<file path="src/rtl/div_ctrl.sv">
`default_nettype none
// ============================================================================
//  Module   : div_ctrl
//  Purpose  : Multi-cycle 32-bit divider controller for a 5-stage pipeline.
//             Performs DIV (signed) or DIVU (unsigned) using a restoring
//             shift-subtract loop, one quotient bit per cycle, MSB first.
//  Ports    : clk        - clock, rising edge active
//             rst        - asynchronous reset, active high
//             start_i    - division request, held while the instruction is in EX
//             annul_i    - cancel the operation in flight (pipeline flush)
//             signed_i   - 1 = signed (DIV), 0 = unsigned (DIVU)
//             opdata1_i  - dividend
//             opdata2_i  - divisor
//             result_o   - {remainder, quotient}, valid while ready_o = 1
//             ready_o    - result available
//             stop       - stall request to the pipeline controller
//  Revision : 1.0 - initial release
// ============================================================================
module div_ctrl (
  input  logic        clk,
  input  logic        rst,
  input  logic        start_i,
  input  logic        annul_i,
  input  logic        signed_i,
  input  logic [31:0] opdata1_i,
  input  logic [31:0] opdata2_i,
  output logic [63:0] result_o,
  output logic        ready_o,
  output logic        stop
);

  localparam logic [1:0] ST_IDLE    = 2'd0;
  localparam logic [1:0] ST_DIVZERO = 2'd1;
  localparam logic [1:0] ST_ON      = 2'd2;
  localparam logic [1:0] ST_END     = 2'd3;

  localparam logic [5:0] C_LAST_CNT = 6'd32;

  logic [1:0]  state_q,   state_d;
  logic [5:0]  cnt_q,     cnt_d;
  // {partial remainder (33 bits), dividend/quotient (32 bits)}
  logic [64:0] work_q,    work_d;
  logic [31:0] divisor_q, divisor_d;
  logic        qneg_q,    qneg_d;
  logic        rneg_q,    rneg_d;
  logic [63:0] result_q,  result_d;

  logic [64:0] w_shift;
  logic [32:0] w_diff;
  logic        w_fits;
  logic [31:0] w_abs1;
  logic [31:0] w_abs2;
  logic [31:0] w_quot;
  logic [31:0] w_rem;

  // One restoring step: shift left, trial-subtract the divisor from the upper
  // half, keep the difference and emit a 1 when it does not go negative.
  always_comb begin
    w_shift = work_q << 1;
    w_diff  = w_shift[64:32] - {1'b0, divisor_q};
    w_fits  = (w_shift[64:32] >= {1'b0, divisor_q});
  end

  // Magnitudes for the unsigned core; 0x80000000 negates to itself, which is
  // the correct unsigned magnitude 2^31.
  always_comb begin
    w_abs1 = (signed_i && opdata1_i[31]) ? (32'd0 - opdata1_i) : opdata1_i;
    w_abs2 = (signed_i && opdata2_i[31]) ? (32'd0 - opdata2_i) : opdata2_i;
    w_quot = qneg_q ? (32'd0 - work_q[31:0])  : work_q[31:0];
    w_rem  = rneg_q ? (32'd0 - work_q[63:32]) : work_q[63:32];
  end

  always_comb begin
    state_d   = state_q;
    cnt_d     = cnt_q;
    work_d    = work_q;
    divisor_d = divisor_q;
    qneg_d    = qneg_q;
    rneg_d    = rneg_q;
    result_d  = result_q;

    case (state_q)
      ST_IDLE: begin
        if (start_i && !annul_i) begin
          if (opdata2_i == 32'd0) begin
            state_d = ST_DIVZERO;
          end else begin
            state_d   = ST_ON;
            cnt_d     = 6'd0;
            work_d    = {33'd0, w_abs1};
            divisor_d = w_abs2;
            qneg_d    = signed_i && (opdata1_i[31] ^ opdata2_i[31]);
            rneg_d    = signed_i && opdata1_i[31];
          end
        end
      end

      ST_DIVZERO: begin
        if (annul_i) begin
          state_d = ST_IDLE;
        end else begin
          state_d  = ST_END;
          result_d = 64'd0;
        end
      end

      ST_ON: begin
        if (annul_i) begin
          state_d   = ST_IDLE;
          cnt_d     = 6'd0;
          work_d    = 65'd0;
          divisor_d = 32'd0;
          qneg_d    = 1'b0;
          rneg_d    = 1'b0;
        end else if (cnt_q != C_LAST_CNT) begin
          work_d = w_fits ? {w_diff, w_shift[31:1], 1'b1} : w_shift;
          cnt_d  = cnt_q + 6'd1;
        end else begin
          state_d  = ST_END;
          cnt_d    = 6'd0;
          result_d = {w_rem, w_quot};
        end
      end

      ST_END: begin
        // Result is held while the pipeline keeps the request asserted.
        if (annul_i || !start_i) begin
          state_d  = ST_IDLE;
          result_d = 64'd0;
        end
      end

      default: begin
        state_d = ST_IDLE;
      end
    endcase
  end

  always_ff @(posedge clk or posedge rst) begin
    if (rst) begin
      state_q   <= ST_IDLE;
      cnt_q     <= 6'd0;
      work_q    <= 65'd0;
      divisor_q <= 32'd0;
      qneg_q    <= 1'b0;
      rneg_q    <= 1'b0;
      result_q  <= 64'd0;
    end else begin
      state_q   <= state_d;
      cnt_q     <= cnt_d;
      work_q    <= work_d;
      divisor_q <= divisor_d;
      qneg_q    <= qneg_d;
      rneg_q    <= rneg_d;
      result_q  <= result_d;
    end
  end

  assign result_o = result_q;
  assign ready_o  = (state_q == ST_END);
  // Gated by rst so a request held through reset never stalls the pipeline.
  assign stop     = start_i && (state_q != ST_END) && !annul_i && !rst;

endmodule
`default_nettype wire

</file>
<file path="config.mk">
export PLATFORM = sky130hd
export DESIGN_NAME = div_ctrl
export DESIGN_NICKNAME = d
export VERILOG_FILES = /design/src/rtl/div_ctrl.sv
export SDC_FILE = /design/constraint.sdc
export NUM_CORES = 1
export LEC_CHECK = 0
export BUFFER_PORTS_ARGS = -buffer_cell sky130_fd_sc_hd__buf_2
export CORE_AREA = 2 2 162 164
export CTS_BUF_LIST = sky130_fd_sc_hd__clkbuf_8
export DETAILED_ROUTE_END_ITERATION = 12
export DIE_AREA = 0 0 164 166
export GPL_ROUTABILITY_DRIVEN = 0
export SLEW_MARGIN = 40
export SYNTH_ARGS = -nofsm -noshare
export SYNTH_HDL_FRONTEND = slang
export SYNTH_SLANG_ARGS = --single-unit
export TNS_END_PERCENT = 30
</file>
<file path="constraint.sdc">
create_clock -name clk -period 5.8 [get_ports clk]
set_input_delay 0.58 -clock clk [delete_from_list [all_inputs] [get_ports clk]]
set_output_delay 0.58 -clock clk [all_outputs]
set_load 0.005 [all_outputs]
</file>
==> impl_results.md <==
- Status: finished, final reports clean
- Initial antenna violation count: 2
- Starting Density: 43.9%
- Post-CTS sizing: 0
- Largest stage delay on the critical path: 0.59 ns
- Met1 wire length: 15.5 mm
- Clk root buf: clkbuf_8
- Hold/Removal Path Class: in -> async
- Clk buf depth: 2
- Worst Setup Path Type: reg -> reg
- Dpl ws: 1.79 ns
- DR iter-0 viols: 763
- Max Fclk: 270 MHz
- Hold_buf cts: 0
- Fin crit period: 3.70 ns
- Hold Fails Final Rpt: 0
- Slowest-stage cell, CP: a221oi_1
- Tcrit/Tclk final: 63.8%
- First-pass DRT Iterations: 5
- Critical Path AT: 4.14 ns
- Yosys reg bits: 170
- Largest net degree at the start of global routing: 73
- Worst slew pin tran: 0.741 ns
- Post-DP Area: 12100 um2
- Port Buf Inserts: 134
- Share of layout cells above drive strength 1: 14.3%
- Routed Antenna Nets: 0
- Clock Sink Count: 170
- Number of max-cap violations: 0
- Number of synthesized flops with an enable pin: 0
- Mapped Avg Cell Area: 8.20 um2
- Vias in the first global route: 8947
- # IOs: 135
- Final setup viols: 0
- Reg clk slew, reported paths: 0.12 ns
- Vias: 9770
- Most common flop cell mapped by yosys: dfrtp_1
- Crit path max fanout: 4
- Smallest setup slack after layout: 2.10 ns
- Synth top area share: 37.8%
- Area leader, netlist: dfrtp_1
- Slew margin rel.: 50.3%
- DR WL met2: 11.9 mm
- Critical Path RT: 6.23 ns
- Power Total: 8.96 mW
- Final nets: 1577
- Pwr per Cell Area: 711 nW/um2
- DRC: 0
- Ranking of synthesized cells by area: dfrtp_1 38%, o21ai_0 10%, nand2_1 7.6%
- Crit start category: flop
- WL met3: 1.82 mm
- Max IR drop VDD: 0.617 mV
- CTS Buf Count: 17
- Post-route cell area: 12600 um2
- Chip width: 164 um
- Die area: 27200 um2
- Grt ovf: 0
- Synth Cell Area: 11200 um2
- Die height: 166 um
- Hpwl dp: 22.1 mm
- Final wirelength: 29.5 mm
- Vias per cell: 5.39
- Area grow syn2layout: 12.1%
- Global Route Usage Sum: 21.9%
- Clk_lat worst skew: 0.48 ns
- FP Rows: 59
- Synth cell types: 67
- Core ar.: 25600 um2
- H-tree levels: 4
- CP Capture Type: flop
- Final setup TNS: 0 ns
- FF-to-FF path depth: 14
- Final core occ: 49.2%
- Sequential area share after synthesis: 37.8%
- Cell Chain, Critical Path: inv_1 -> ha_1 -> inv_1 -> fa_1 -> a21o_1 -> a221oi_1 -> o21a_1 -> o21ai_1 -> o21a_1 -> o2111ai_1 -> a21oi_1 -> o21a_1 -> o31ai_1 -> a22o_1
- CTS tree: built
- First-pass GRT wire length: 48.0 mm
- Highest metal used: met5
- Leak: 5.81 nW
- Most common cell on crit path: o21a_1
- Setup Buffers After CTS: 0
- Cells after Synth: 1371
- WL per Instance: 16.2 um
- Post-Syn Nets: 1483
- Final Max Tran Viols: 0
- Synth async-reset ratio: 100%
- RSZ-0062 raised after global routing: false
- Synth warnings: 0
- Clock skew: 0.0213 ns
==> worst max-delay path, delay by kind of cell (launching register included) <==
kind / cells / cell delay (ns)
adders and majority gates: 2 / 0.56
buffers and inverters: 2 / 0.16
AOI/OAI and AO/OA: 10 / 2.39
DFF: 1 / 0.52
==> cell type report <==
type	instances	area, um2
Fill cell	2567	13000
Timing Repair Buffer	147	821
Clock inverter	15	199
Sequential cell	170	4260
Multi-Input combinational cell	1065	6420
Clock buffer	17	234
Inverter	64	245
Antenna cell	1	2.50
Tap cell	335	419
==> metal layers <==
layer,vias up,GRT usage [%]
met3,18,3.12
li1,4945,-
met1,4536,36.7
met5,-,0
met4,2,4.23
met2,269,29.5
==> stage by stage <==
stage / std cells / hold WS (ns)
after floorplan: 1371 / 0.449
after global placement: 1778 / 0.457
after detailed placement: 1780 / 0.465
after CTS: 1812 / 0.169
after global routing: 1814 / 0.195
final: 1814 / 0.161
==> report_power, final <==
group	internal, mW	leakage (nW)	switching, mW	total, mW
sequential	1.49	2.31	0.445	1.94
combinational	2.55	3.29	3.57	6.12
clock	0.338	0.213	0.555	0.894
total	4.39	5.81	4.57	8.96
==> synthesized netlist by cell type (5+ instances only) <==
cell and n:
nor4_1 7, xor2_1 69, ha_1 42, a32oi_1 6, o31ai_1 24, a31oi_1 23
a21oi_1 71, or3_1 8, xnor2_1 76, nand2b_1 12, o41ai_1 13, and2_1 6
nand4_1 8, buf_4 11, buf_2 5, clkbuf_1 49, nor2_1 93, dfrtp_1 170
nand2_1 228, nand3_1 16, inv_1 63, a21o_1 17, o21a_1 5, and3_1 5
nor3_1 21, o21ai_0 225, or4_1 10, mux2i_1 12, nor2b_1 8
==> cell usage in the layout (no fill, tap or decap), drive strengths merged, types with 3 or more instances in the layout <==
master and count:
clkinv 10, or3 8, and2 6, or2 4
a211oi 4, nor3 22, a21o 17, nand2b 12
inv 69, mux2i 12, or4 10, a32oi 6
nand3b 3, a21oi 75, o21ai 232, a31oi 23
clkbuf 17, nand3 18, o41ai 13, nor2b 8
o21a 5, xnor2 76, nor2 93, nand4 8
a221oi 3, buf 147, a31o 3, dfrtp 170
nand2 228, and3 5, o31ai 25, ha 42
xor2 69, nor4 9
==> state kept, by name, indices dropped and copies added, names as in the netlist <==
register,count
work_q,64
qneg_q,1
cnt_q,6
result_o,64
state_q,2
rneg_q,1
divisor_q,32
==> cells by family (layout without fill, tap and decap cells) <==
family	after synthesis	after routing	share of synthesized area (%)
and+or+nand+nor	438	438	17.5
AOI/OAI and AO/OA	426	426	22.2
DFF	170	170	37.8
xor gates and xnor gates	145	145	11.3
buffers and inverters	136	243	5.20
adders and majority gates	43	43	4.85
muxes	13	13	1.17
other	0	1	0
==> worst paths after layout <==
check	startpoint	endpoint	slack (ns)
worst min-delay path	rst	qneg_q	0.16
max in group asynchronous	rst	result_o[45]	4.47
worst min register to register	result_o[56]	result_o[56]	0.48
worst max-delay path	work_q[31]	work_q[62]	2.10
min in group clk	opdata2_i[26]	divisor_q[26]	0.39
worst max register to register	work_q[31]	work_q[62]	2.10
No activity file was read; power rests on OpenSTA's default activity.
